**config.mk**
```make
export PLATFORM = sky130hd
export DESIGN_NAME = mem_port_arbiter
export DESIGN_NICKNAME = d
export VERILOG_FILES = /design/src/rtl/mem_port_arbiter.sv
export SDC_FILE = /design/constraint.sdc
export NUM_CORES = 1
export LEC_CHECK = 0
export ABC_AREA = 1
export CAP_MARGIN = 20
export CORE_MARGIN = 3
export CORE_UTILIZATION = 25
export DETAILED_ROUTE_END_ITERATION = 8
export HOLD_SLACK_MARGIN = 0.06
export PLACE_DENSITY_LB_ADDON = 0.15
export RECOVER_POWER = 100
export REMOVE_ABC_BUFFERS = 1
export SYNTH_ARGS = -nofsm -noshare
export SYNTH_HDL_FRONTEND = slang
export SYNTH_SLANG_ARGS = --single-unit
```
**constraint.sdc**
```tcl
create_clock -name clk -period 1.46 [get_ports clk]
set_input_delay 0.438 -clock clk [delete_from_list [all_inputs] [get_ports clk]]
set_output_delay 0.438 -clock clk [all_outputs]
set_load 0.005 [all_outputs]
```
**src/rtl/mem_port_arbiter.sv**
```systemverilog
// Arbitrates one single-port memory between the I-fetch and D-stage ports.
// Optional round-robin tie-break is enabled with `define ARB_RR_EN.
module mem_port_arbiter #(
   parameter int LATENCY = 2
) (
   input  logic        clk,
   input  logic        rst,
   input  logic        i_req,
   input  logic [15:0] i_addr,
   output logic [15:0] i_rdata,
   output logic        i_done,
   output logic        i_stall,
   input  logic        d_req,
   input  logic        d_wr,
   input  logic [15:0] d_addr,
   input  logic [15:0] d_wdata,
   output logic [15:0] d_rdata,
   output logic        d_done,
   output logic        d_stall,
   input  logic        createdump,
   output logic        mem_enable,
   output logic        mem_wr,
   output logic [15:0] mem_addr,
   output logic [15:0] mem_data_in,
   input  logic [15:0] mem_data_out,
   output logic        mem_createdump
);

   localparam logic [1:0] IDLE = 2'd0;
   localparam logic [1:0] BUSY = 2'd1;
   localparam logic [1:0] RESP = 2'd2;

   logic [1:0]  state_q, state_d;
   logic [3:0]  cnt_q, cnt_d;
   logic        owner_q, owner_d;   // 1 = D owns the memory
   logic        wr_q, wr_d;
   logic [15:0] addr_q, addr_d;
   logic [15:0] wdata_q, wdata_d;
   logic [15:0] i_rdata_q, i_rdata_d;
   logic [15:0] d_rdata_q, d_rdata_d;
   logic        grant_d;            // 1 = D wins the IDLE sample

`ifdef ARB_RR_EN
   logic last_q, last_d;

   // On a tie the port that did not own the previous transaction wins.
   always_comb begin
      last_d  = last_q;
      grant_d = (i_req && d_req) ? ~last_q : d_req;
      if (state_q == IDLE && (i_req || d_req)) last_d = grant_d;
   end

   always_ff @(posedge clk or negedge rst) begin
      if (!rst) last_q <= 1'b0;
      else      last_q <= last_d;
   end
`else
   assign grant_d = d_req;
`endif

   always_comb begin
      state_d   = state_q;
      cnt_d     = cnt_q;
      owner_d   = owner_q;
      wr_d      = wr_q;
      addr_d    = addr_q;
      wdata_d   = wdata_q;
      i_rdata_d = i_rdata_q;
      d_rdata_d = d_rdata_q;
      case (state_q)
         IDLE: begin
            if (i_req || d_req) begin
               owner_d = grant_d;
               addr_d  = grant_d ? d_addr : i_addr;
               wr_d    = grant_d & d_wr;
               wdata_d = grant_d ? d_wdata : 16'h0000;
               cnt_d   = 4'(LATENCY - 1);
               state_d = BUSY;
            end
         end
         BUSY: begin
            if (cnt_q != 4'd0) begin
               cnt_d = cnt_q - 4'd1;
            end else begin
               state_d = RESP;
               if (owner_q) d_rdata_d = wr_q ? 16'h0000 : mem_data_out;
               else         i_rdata_d = mem_data_out;
            end
         end
         RESP:    state_d = IDLE;
         default: state_d = IDLE;
      endcase
   end

   always_ff @(posedge clk or negedge rst) begin
      if (!rst) begin
         state_q   <= IDLE;
         cnt_q     <= 4'd0;
         owner_q   <= 1'b0;
         wr_q      <= 1'b0;
         addr_q    <= 16'h0000;
         wdata_q   <= 16'h0000;
         i_rdata_q <= 16'h0000;
         d_rdata_q <= 16'h0000;
      end else begin
         state_q   <= state_d;
         cnt_q     <= cnt_d;
         owner_q   <= owner_d;
         wr_q      <= wr_d;
         addr_q    <= addr_d;
         wdata_q   <= wdata_d;
         i_rdata_q <= i_rdata_d;
         d_rdata_q <= d_rdata_d;
      end
   end

   // Write strobe only on the final BUSY cycle so each write lands once.
   assign mem_enable     = (state_q == BUSY);
   assign mem_wr         = mem_enable & wr_q & (cnt_q == 4'd0);
   assign mem_addr       = addr_q;
   assign mem_data_in    = wdata_q;
   assign mem_createdump = createdump;

   assign i_done  = (state_q == RESP) & ~owner_q;
   assign d_done  = (state_q == RESP) &  owner_q;
   assign i_rdata = i_rdata_q;
   assign d_rdata = d_rdata_q;
   assign i_stall = i_req & ~i_done;
   assign d_stall = d_req & ~d_done;

endmodule

```
==> summary by stage <==
Worst setup path
The worst setup path is launched from a register. The path type of the worst setup path is reg2out. Along the worst path, the maximum fanout reaches 2. STA puts the critical path data arrival time at 1360 ps. STA puts the critical path data required time at 1020 ps.

The critical path endpoint category is a primary output.

Floorplanning
The die area is about 15,000 um2. The cell row count is 41. The chip height is roughly 120 um. The core region is around 13,000 um2. The count of pins on the block boundary is roughly 140.

The initial cell density of the core is 0.2624. The horizontal extent of the die is 122.5 um.

Detailed routing
The post-route antenna net violation count is 0. For this block, the initial DRC count from the detailed router was ~200. The final wirelength is 10,200 um. In the final routed layout, each cell accounts on average for between 10 and 15 um. The number of detailed-route iterations in the first pass is 4. After detailed routing, the number of remaining DRC violations is 0. For this block, the via count after detailed routing is between 3,000 and 4,000. Using the TritonRoute via totals, the vias-per-cell ratio works out to approximately 4.3.

Clock tree
Counting along the longest clock path gives a buffer depth of 2. The post-CTS clock slew at the launch and capture registers of the worst setup and hold paths is 60 ps. CTS built an H-tree with a depth of 3. The clock latency on the worst-skew pair is roughly 330 ps. The clock sink count is 72. In this run, CTS created clock tree buffers numbering 9. The tree is rooted in a sky130_fd_sc_hd__clkbuf_16. TritonCTS built the clock tree.

Synthesis
A synthesized cell averages roughly 8 um2. The proportion of register bits with asynchronous set or reset after synthesis is 1.000. Of the post-synthesis cell area, the dominant cell type holds 0.5312. Counting instances in the post-synthesis netlist gives the leading cell types as 181 x sky130_fd_sc_hd__nand2_1, 72 x sky130_fd_sc_hd__dfrtp_1, 45 x sky130_fd_sc_hd__inv_1. sky130_fd_sc_hd__dfrtp_1 takes more of the synthesized area than any other cell. The number of register bits inferred by synthesis is 72. The most repeated cell in the gate-level netlist after synthesis is sky130_fd_sc_hd__nand2_1. In the synthesized netlist the dominant register cell turns out to be sky130_fd_sc_hd__dfrtp_1. By area the synthesized netlist is led by sky130_fd_sc_hd__dfrtp_1 53%, sky130_fd_sc_hd__nand2_1 20%, sky130_fd_sc_hd__nand4_1 5.9%. In the synthesized netlist, the number of instances is about 430. In this run, distinct cell masters in the synthesized netlist total 20. The sequential share of the synthesized area is 0.5312. The count of yosys warnings during synthesis is 0. The synthesized design contains 0 enable-type register cells. The cell area after technology mapping is ~3400 um2.

GRT
Global routing finished with a remaining overflow of 0. The wire length of the first global-routing pass is 16,260 um. The number of global-route vias before repair is roughly 3,300.

Entering global routing, the biggest net connects 51 pins. The initial antenna violation count was 0. For this run, the total global-route usage over all layers was measured as 0.1384.

Timing
The highest attainable clock frequency is 0.5563 GHz. The tightest hold margin is 464.1 ps. The final-report hold violation count came to 0. The minimum setup slack in the final design is -337.7 ps.

Headroom to the max-slew limit came out at 0.6267. The final max-slew violation count is 0. The transition at the pin with the smallest max-transition slack is approximately 560 ps. On the final layout, the worst clock skew is about 12 ps. Setup violations remaining at the end of the flow were counted as 6.

The post-route setup TNS is -883.9 ps. After layout, the minimum clock period comes to roughly 1800 ps. Setup repair after global routing could not meet its margin everywhere. In the finished design, the share of the clock period the worst path needs comes to 1.231.

Power and ir drop
The leakage power of the design is just under 0.003 uW. The worst vdd rail ir drop is roughly 690 uV. Power spread over the standard cell area amounts to 1990 nW/um2.

Placement
The number of cells after detailed placement is 742. At the placement stage, the worst setup path has a slack of -551.6 ps. The last weighted congestion value of the routability-driven placer is ~0.76.

The count of input and output buffers is approximately 140. Detailed placement finished with a half-perimeter wire length of around 7300 um.

Final layout
The share of layout cells above drive strength 1 is 0.1359. The final standard cell utilization of the core is 0.4245. The number of diodes is 0. The number of nets in the layout is approximately 660. The layout-stage area growth over the synthesis result is 61.79%. The count of non-filler cells in the finished layout is 768.

Fill cells in the final layout number around 1,400.

Status
The checks that failed: negative setup slack. The flow ran to the end, but the final reports show violations.

Run
Across the run, the number of max-cap violations was 0.

Min path
The tightest min-delay check is of the reg2reg type.
-- report_power, final --
part / switching, uW / internal [uW]
sequential: 515 / 2950
clock: 795 / 1390
combinational: 2770 / 2490
total: 4080 / 6840
-- path summary, 6_finish.rpt --
kind	slack [ps]	depth (start not counted)	start	endpoint
setup / recovery	-340	7	cnt_q[0]$_DFFE_PN0P_	mem_wr
hold / removal	460	2	mem_data_in[14]$_DFFE_PN0P_	mem_data_in[14]$_DFFE_PN0P_
setup reg to reg	50	7	cnt_q[0]$_DFFE_PN0P_	d_rdata[8]$_DFFE_PN0P_
hold reg to reg	460	2	mem_data_in[14]$_DFFE_PN0P_	mem_data_in[14]$_DFFE_PN0P_
max in group asynchronous	270	3	rst	state_q[1]$_DFFE_PN0P_
min in group asynchronous	630	2	rst	d_rdata[12]$_DFFE_PN0P_
-- placed cells by master (no fill, tap or decap) --
| cell type | Yosys | routed |
|---|---|---|
| sky130_fd_sc_hd__o21ai_2 | 1 | 3 |
| sky130_fd_sc_hd__nand4_1 | 32 | 32 |
| sky130_fd_sc_hd__clkinv_2 | 0 | 1 |
| sky130_fd_sc_hd__dfrtp_2 | 0 | 1 |
| sky130_fd_sc_hd__clkinvlp_4 | 0 | 1 |
| sky130_fd_sc_hd__clkbuf_8 | 0 | 2 |
| sky130_fd_sc_hd__dlygate4sd2_1 | 0 | 51 |
| sky130_fd_sc_hd__nand4_4 | 1 | 2 |
| sky130_fd_sc_hd__bufinv_16 | 0 | 1 |
| sky130_fd_sc_hd__nand2_1 | 181 | 177 |
| sky130_fd_sc_hd__inv_1 | 45 | 43 |
| sky130_fd_sc_hd__buf_6 | 1 | 5 |
| sky130_fd_sc_hd__dfrtp_1 | 72 | 71 |
| sky130_fd_sc_hd__nand2_2 | 0 | 2 |
| sky130_fd_sc_hd__clkdlybuf4s50_1 | 0 | 66 |
| sky130_fd_sc_hd__clkbuf_16 | 0 | 9 |
| sky130_fd_sc_hd__ha_4 | 0 | 1 |
| sky130_fd_sc_hd__clkdlybuf4s15_1 | 0 | 13 |
| sky130_fd_sc_hd__buf_4 | 9 | 30 |
| sky130_fd_sc_hd__nand3_1 | 22 | 22 |
| sky130_fd_sc_hd__nor2_4 | 1 | 4 |
| sky130_fd_sc_hd__clkbuf_2 | 0 | 1 |
| sky130_fd_sc_hd__buf_2 | 10 | 6 |
| sky130_fd_sc_hd__buf_12 | 0 | 5 |
| sky130_fd_sc_hd__inv_2 | 2 | 4 |
| sky130_fd_sc_hd__buf_8 | 0 | 1 |
| sky130_fd_sc_hd__dlygate4sd3_1 | 0 | 1 |
| sky130_fd_sc_hd__o21ai_0 | 20 | 18 |
| sky130_fd_sc_hd__nand2_4 | 0 | 2 |
| sky130_fd_sc_hd__nor2_1 | 20 | 20 |
| sky130_fd_sc_hd__a21oi_1 | 1 | 1 |
-- state kept, by name, indices dropped and copies added (netlist names) --
register	count
mem_addr	16
state_q	2
owner_q	1
cnt_q	4
wr_q	1
i_rdata	16
mem_data_in	16
d_rdata	16
-- logic make-up after synthesis --
kind of cell / count (synthesis) / synth area share
AOI/OAI and AO/OA: 22 / 0.03357
buffers and inverters: 75 / 0.09886
adders and majority gates: 1 / 0.003688
DFF: 72 / 0.5312
and+or+nand+nor: 261 / 0.3327
-- cell type report --
type	instances	area, um2	area share
sequential	72	1803	0.3285
timing repair buffer	179	1679	0.3060
multi-input combinational	284	1319	0.2403
clock buffer	11	252.7	0.04606
tap	172	215.2	0.03922
inverter	47	176.4	0.03215
clock inverter	3	42.54	0.007752
-- timing repair --
item                                    4_1_cts  5_1_grt
pin swaps                                     7        7
hold buffers                                  1        0
hold endpoints to repair                     17        0
gates resized for setup                      99       29
endpoints found under the setup margin      102       54
cloned                                        0        1
buffers inserted                              7        5
-- metrics by stage --
| stage | cell area (um2) | total power, uW |
|---|---|---|
| final | 5488 | 10920 |
| after global routing | 5488 | 11870 |
| after CTS | 5386 | 10820 |
| after detailed placement | 5102 | 8981 |
| after global placement | 5102 | 8890 |
| after floorplan | 3233 | 5551 |
-- layer usage --
metal | global-route usage | up-vias | wire length, um | share of wire
met5 | 0 | - | 0 | 0
met4 | 0.04409 | 0 | 128 | 0.013
met3 | 0.05945 | 8 | 1038 | 0.10
met2 | 0.2137 | 132 | 4383 | 0.43
met1 | 0.1754 | 1483 | 4650 | 0.46
li1 | - | 1673 | - | -
-- critical path: stages (launching register included) --
cell and delay (ps):
sky130_fd_sc_hd__dfrtp_1 390, sky130_fd_sc_hd__inv_2 90, sky130_fd_sc_hd__ha_4 150, sky130_fd_sc_hd__nand2_4 50, sky130_fd_sc_hd__nor2_4 90, sky130_fd_sc_hd__nand2_2 60, sky130_fd_sc_hd__nor2_1 80, sky130_fd_sc_hd__buf_2 130
(Power assumes the default switching activity.)
